`config.mk`:
```
export PLATFORM = sky130hd
export DESIGN_NAME = hazard_control_unit
export DESIGN_NICKNAME = d
export VERILOG_FILES = /design/src/rtl/hazard_control_unit.sv
export SDC_FILE = /design/constraint.sdc
export NUM_CORES = 1
export LEC_CHECK = 0
export CAP_MARGIN = 20
export CELL_PAD_IN_SITES_DETAIL_PLACEMENT = 2
export CELL_PAD_IN_SITES_GLOBAL_PLACEMENT = 2
export CORE_MARGIN = 2
export CORE_UTILIZATION = 22
export CTS_BUF_LIST = sky130_fd_sc_hd__clkbuf_8 sky130_fd_sc_hd__clkbuf_16
export CTS_CLUSTER_SIZE = 14
export DETAILED_ROUTE_END_ITERATION = 8
export PLACE_DENSITY = 0.87
export SLEW_MARGIN = 25
export SYNTH_ARGS = -nofsm -noshare
export SYNTH_HDL_FRONTEND = slang
export SYNTH_SLANG_ARGS = --single-unit
export TNS_END_PERCENT = 100
```
`constraint.sdc`:
```
create_clock -name clk -period 2 [get_ports clk]
set_input_delay 0.4 -clock clk [delete_from_list [all_inputs] [get_ports clk]]
set_output_delay 0.4 -clock clk [all_outputs]
set_load 0.1 [all_outputs]
```
`src/rtl/hazard_control_unit.sv`:
```
// ============================================================================
// Module   : hazard_control_unit
// Purpose  : Pipeline sequencer: load-use stalls, branch squash, interrupt entry.
// Revision : 1.0
// ============================================================================
`default_nettype none

module hazard_control_unit #(
    parameter int DRAIN_CYCLES = 3
) (
    input  logic       clk,
    input  logic       rst,
    input  logic [2:0] i_D_src_1,
    input  logic [2:0] i_D_src_2,
    input  logic       i_D_use_1,
    input  logic       i_D_use_2,
    input  logic       i_E_mem_read,
    input  logic       i_E_WB,
    input  logic [2:0] i_E_dst_add,
    input  logic       i_branch_taken,
    input  logic       i_int_req,
    output logic       o_pc_write,
    output logic [1:0] o_pc_sel,
    output logic       o_fd_write,
    output logic       o_fd_flush,
    output logic       o_de_flush,
    output logic       o_sp_push,
    output logic       o_int_ack,
    output logic       o_int_busy
);

    localparam logic [1:0] c_SEL_SEQ    = 2'b00;
    localparam logic [1:0] c_SEL_BRANCH = 2'b01;
    localparam logic [1:0] c_SEL_VECTOR = 2'b10;
    localparam logic [2:0] c_DRAIN_LOAD = 3'(DRAIN_CYCLES - 1);

    typedef enum logic [1:0] {
        S_RUN   = 2'd0,
        S_DRAIN = 2'd1,
        S_PUSH  = 2'd2,
        S_JUMP  = 2'd3
    } state_t;

    state_t     r_state;
    logic [2:0] r_cnt;

    logic w_load_use;
    logic w_accept;

    // All three address bits compared: R0 is an ordinary register here.
    assign w_load_use = i_E_mem_read && i_E_WB &&
                        ((i_D_use_1 && (i_D_src_1 == i_E_dst_add)) ||
                         (i_D_use_2 && (i_D_src_2 == i_E_dst_add)));

    assign w_accept = (r_state == S_RUN) && !i_branch_taken && !w_load_use && i_int_req;

    always_ff @(posedge clk or posedge rst) begin
        if (rst) begin
            r_state <= S_RUN;
            r_cnt   <= 3'd0;
        end else begin
            case (r_state)
                S_RUN: begin
                    if (w_accept) begin
                        r_state <= S_DRAIN;
                        r_cnt   <= c_DRAIN_LOAD;
                    end
                end
                S_DRAIN: begin
                    if (r_cnt == 3'd0) begin
                        r_state <= S_PUSH;
                    end else begin
                        r_cnt <= r_cnt - 3'd1;
                    end
                end
                S_PUSH:  r_state <= S_JUMP;
                S_JUMP:  r_state <= S_RUN;
                default: r_state <= S_RUN;
            endcase
        end
    end

    always_comb begin
        o_pc_write = 1'b0;
        o_pc_sel   = c_SEL_SEQ;
        o_fd_write = 1'b0;
        o_fd_flush = 1'b0;
        o_de_flush = 1'b0;
        o_sp_push  = 1'b0;
        o_int_ack  = 1'b0;
        o_int_busy = 1'b0;
        if (rst) begin
            o_fd_flush = 1'b1;
            o_de_flush = 1'b1;
        end else begin
            case (r_state)
                S_RUN: begin
                    if (i_branch_taken) begin
                        o_pc_write = 1'b1;
                        o_pc_sel   = c_SEL_BRANCH;
                        o_fd_write = 1'b1;
                        o_fd_flush = 1'b1;
                        o_de_flush = 1'b1;
                    end else if (w_load_use) begin
                        o_de_flush = 1'b1;
                    end else if (i_int_req) begin
                        // Fetch slot dropped; PC keeps this address as the return point.
                        o_fd_write = 1'b1;
                        o_fd_flush = 1'b1;
                    end else begin
                        o_pc_write = 1'b1;
                        o_fd_write = 1'b1;
                    end
                end
                S_DRAIN: begin
                    o_int_busy = 1'b1;
                    o_fd_write = 1'b1;
                    o_fd_flush = 1'b1;
                    if (i_branch_taken) begin
                        o_pc_write = 1'b1;
                        o_pc_sel   = c_SEL_BRANCH;
                        o_de_flush = 1'b1;
                    end
                end
                S_PUSH: begin
                    o_int_busy = 1'b1;
                    o_fd_flush = 1'b1;
                    o_sp_push  = 1'b1;
                end
                S_JUMP: begin
                    o_int_busy = 1'b1;
                    o_fd_flush = 1'b1;
                    o_pc_write = 1'b1;
                    o_pc_sel   = c_SEL_VECTOR;
                    o_int_ack  = 1'b1;
                end
                default: begin
                    o_fd_flush = 1'b1;
                    o_de_flush = 1'b1;
                end
            endcase
        end
    end

endmodule

`default_nettype wire

```
==> flow_metrics.tcl, run 1 <==
set metrics [dict create \
    status "finished, violations left" \
    failed_checks "setup timing" \
    max_freq_mhz 475 \
    timing.final.hold_violations 0 \
    tns_ns -0.380 \
    regToRegEndpoint "r_state[1]" \
    tritoncts_clock_tree "done" \
    post-route-worst-setup-slack_ns -0.106 \
    final.hold.worst_slack_ns 0.337 \
    netlist.top_cell.by_area "sky130_fd_sc_hd__dfrtp_1" \
    finalWeightedCongestion 0.722 \
    yosysTopAreaCellShare 0.218 \
    area_of_the_core_mm2 0.00248 \
    dieArea_mm2 0.00303 \
    average_via_count_per_standard_cell 4.75 \
    floorplan.initialDensity 0.232 \
    max-clock-path-buffers 2 \
    ys_ff_latch 5 \
    fillers 239 \
    path_class "in2out" \
    worst_pin_slew_ns 0.315 \
    vias 684 \
    data_arrival_time_of_the_critical_path_ns 1.71 \
    final_count_of_negative_setup_slack_endpoints 6 \
    preCtsSetupSlack_ns -0.455 \
    holdCritPathClass "in2async" \
    first_pass_grt_wire_length_um 3980 \
    insertion_delay_ns 0.23 \
    syn_inst 67 \
    drt_drc_violations_left 0 \
    synth_fp_nets 90 \
    synth_warnings 0 \
    max-cap-violations 0 \
    ir_drop_mv 1.01 \
    powerDensity_mw_per_mm2 1400 \
    totalWireLength_um 2540 \
    timing.final.crit_share 1.05 \
    maximum_number_of_pins_on_one_net_before_global_route_repair 8 \
    grt_util_all_layers 0.202 \
    r2r_slack_ns 0.31 \
    cell_at_the_root_of_the_clock_tree "sky130_fd_sc_hd__clkbuf_8" \
    cell_leakage_power_nw 0.586 \
    areaGrowthSynthToFinish_pct 120 \
    die_extent_in_y_um 55.1 \
    yosysSeqAreaShare 0.218 \
    detail-route-antenna-nets 0 \
    syn-cell-area_um2 574 \
    first_pass_iters 2 \
    regToRegStartpoint "r_state[1]" \
    number_of_global_route_vias_before_repair 786 \
    post_synth.cell_area_avg_um2 8.57 \
    detailedRoute.firstIterationViolations 2 \
    worst_ep_required_time_ns 1.60 \
    detailed_place_hpwl_um 1810 \
    placed_cells_incl_taps 129 \
    layout.cells.non_filler 144 \
    ff2ff_path_depth 6 \
    clkTransAtPathRegs_ns 0.04 \
    setup.worst_path.end_class "output port" \
    antenna_found_initial 0 \
    diodes 0 \
    synthDistinctLibCells 33 \
    worst_clock_skew_ns 0.00285 \
    final_period_minus_worst_setup_slack_ns 2.11 \
    start_kind "input port" \
    ctsHtreeMaxLevel 1 \
    io_buffers 25 \
    fp.dieW_um 55.1 \
    synth.area.top_cells "sky130_fd_sc_hd__dfrtp_1, sky130_fd_sc_hd__ha_1, sky130_fd_sc_hd__xnor2_1" \
    grt_setup_unrepaired "yes" \
    relSlewSlack 0.790 \
    final_nets 138 \
    std_cell_rows 18 \
    numClockSinks 5 \
    grt_overflow_total 0 \
    timing.final.max_slew_violations 0 \
    layout-drive-gt1-share 0.605 \
    inserted_clock_buffers 3 \
    routed_wire_length_per_instance_um 17.6 \
    ioPinCount 26 \
    timing.critical_path.fanout_max 4 \
]
-- worst max-delay path by stage --
stage               slack (ns)    endpoint  cells after the start            from
global placement         -0.35  o_pc_write                      7  i_E_dst_add[1]
floorplan                -0.67  o_fd_flush                      4  i_E_dst_add[2]
finish                   -0.11  o_pc_write                      7  i_E_dst_add[2]
global route             -0.17  o_pc_write                      7    i_D_src_1[2]
CTS                      -0.09  o_pc_write                      7  i_E_dst_add[2]
detailed placement       -0.46  o_pc_write                      7  i_E_dst_add[2]
-- cell type report --
| cell class | instances | area [µm²] | share of cell area |
|---|---|---|---|
| multi-input combinational | 54 | 527 | 0.418 |
| clock inverter | 1 | 3.75 | 0.00298 |
| timing repair buffer | 45 | 504 | 0.400 |
| sequential | 5 | 125 | 0.0992 |
| tap | 30 | 37.5 | 0.0298 |
| inverter | 6 | 22.5 | 0.0179 |
| clock buffer | 3 | 41.3 | 0.0327 |
-- where the power goes --
group	total, mW	switching [mW]	internal (mW)
combinational	1.38	0.800	0.585
clock	0.189	0.0565	0.132
sequential	0.196	0.0476	0.148
-- kinds of logic after synthesis --
kind of cell | share of synthesized area
xor gates and xnor gates | 0.0915
buffers and inverters | 0.0588
AOI/OAI and AO/OA | 0.244
adders and majority gates | 0.131
muxes | 0.0261
and+or+nand+nor | 0.231
DFF | 0.218
-- synthesized netlist by cell type (all sizes together) --
cell type  instances
o21bai             1
and3               2
nand2              2
a32oi              1
clkbuf             1
nor2               9
a21oi              2
o32a               1
ha                 6
o31ai              1
o21ai              2
a21bo              1
inv                6
nor3               1
nand2b             1
o211ai             1
buf                1
and2               1
o22ai              1
o21a               1
o31a               1
a31oi              1
nand3              2
a211oi             2
a31o               1
dfrtp              5
nand4              2
xnor2              6
nor2b              4
mux2               1
-- worst max-delay path: stages --
cell and delay [ns]:
sky130_fd_sc_hd__buf_8 0.10, sky130_fd_sc_hd__xnor2_2 0.18, sky130_fd_sc_hd__nand4_1 0.23, sky130_fd_sc_hd__a21oi_4 0.24
sky130_fd_sc_hd__nor2_1 0.07, sky130_fd_sc_hd__o31a_2 0.31, sky130_fd_sc_hd__buf_12 0.17
-- sequential cells by signal, summed over array words and instances (netlist names) --
register  cells
r_cnt         3
r_state       2
-- stage by stage --
stage               area, µm²  utilization  total power, mW
detailed placement       1030        0.418             1.45
finish                   1260        0.509             1.77
global route             1260        0.509             1.89
global placement         1030        0.418             1.39
CTS                      1220        0.494             1.75
floorplan                 601            -             1.01
-- layout by cell type, fill, tap and decap left out, drive strengths merged, types with 2 or more instances in the layout --
cell type | Yosys | routed
dfrtp | 5 | 5
and3 | 2 | 2
dlygate4sd2 | 0 | 4
dlymetal6s2s | 0 | 2
clkbuf | 1 | 3
nand3 | 2 | 2
ha | 6 | 6
xnor2 | 6 | 6
a21oi | 2 | 2
o21ai | 2 | 2
nor2 | 9 | 9
nand4 | 2 | 2
inv | 6 | 7
nand2 | 2 | 2
buf | 1 | 37
nor2b | 4 | 4
a211oi | 2 | 2
-- timing repair --
action                     in CTS  in global routing
pin swaps                      15                  8
resized for setup              63                  7
setup endpoints to repair       4                 10
hold buffers                    0                  0
setup buffers                   8                  3
-- routing by layer --
layer / up-vias / wire [µm] / part of all wire / GRT usage
met5: - / 0 / 0 / 0
met4: 0 / 35 / 0.014 / 0.0976
met3: 4 / 97 / 0.038 / 0.0403
met2: 19 / 1500 / 0.59 / 0.399
met1: 332 / 898 / 0.35 / 0.197
li1: 329 / - / - / -
Power figures use the tool's default switching activity.
==> inputs of run 2 (changes only) <==
SLEW_MARGIN = default   (was 25)
==> results of run 2 <==
Same layout as run 1: the final DEF is identical, and so are final timing and power.
==> inputs of run 3 (changes only) <==
SLEW_MARGIN = 10   (was default)
==> results of run 3 <==
Same layout as run 1: the final DEF is identical, and so are final timing and power.
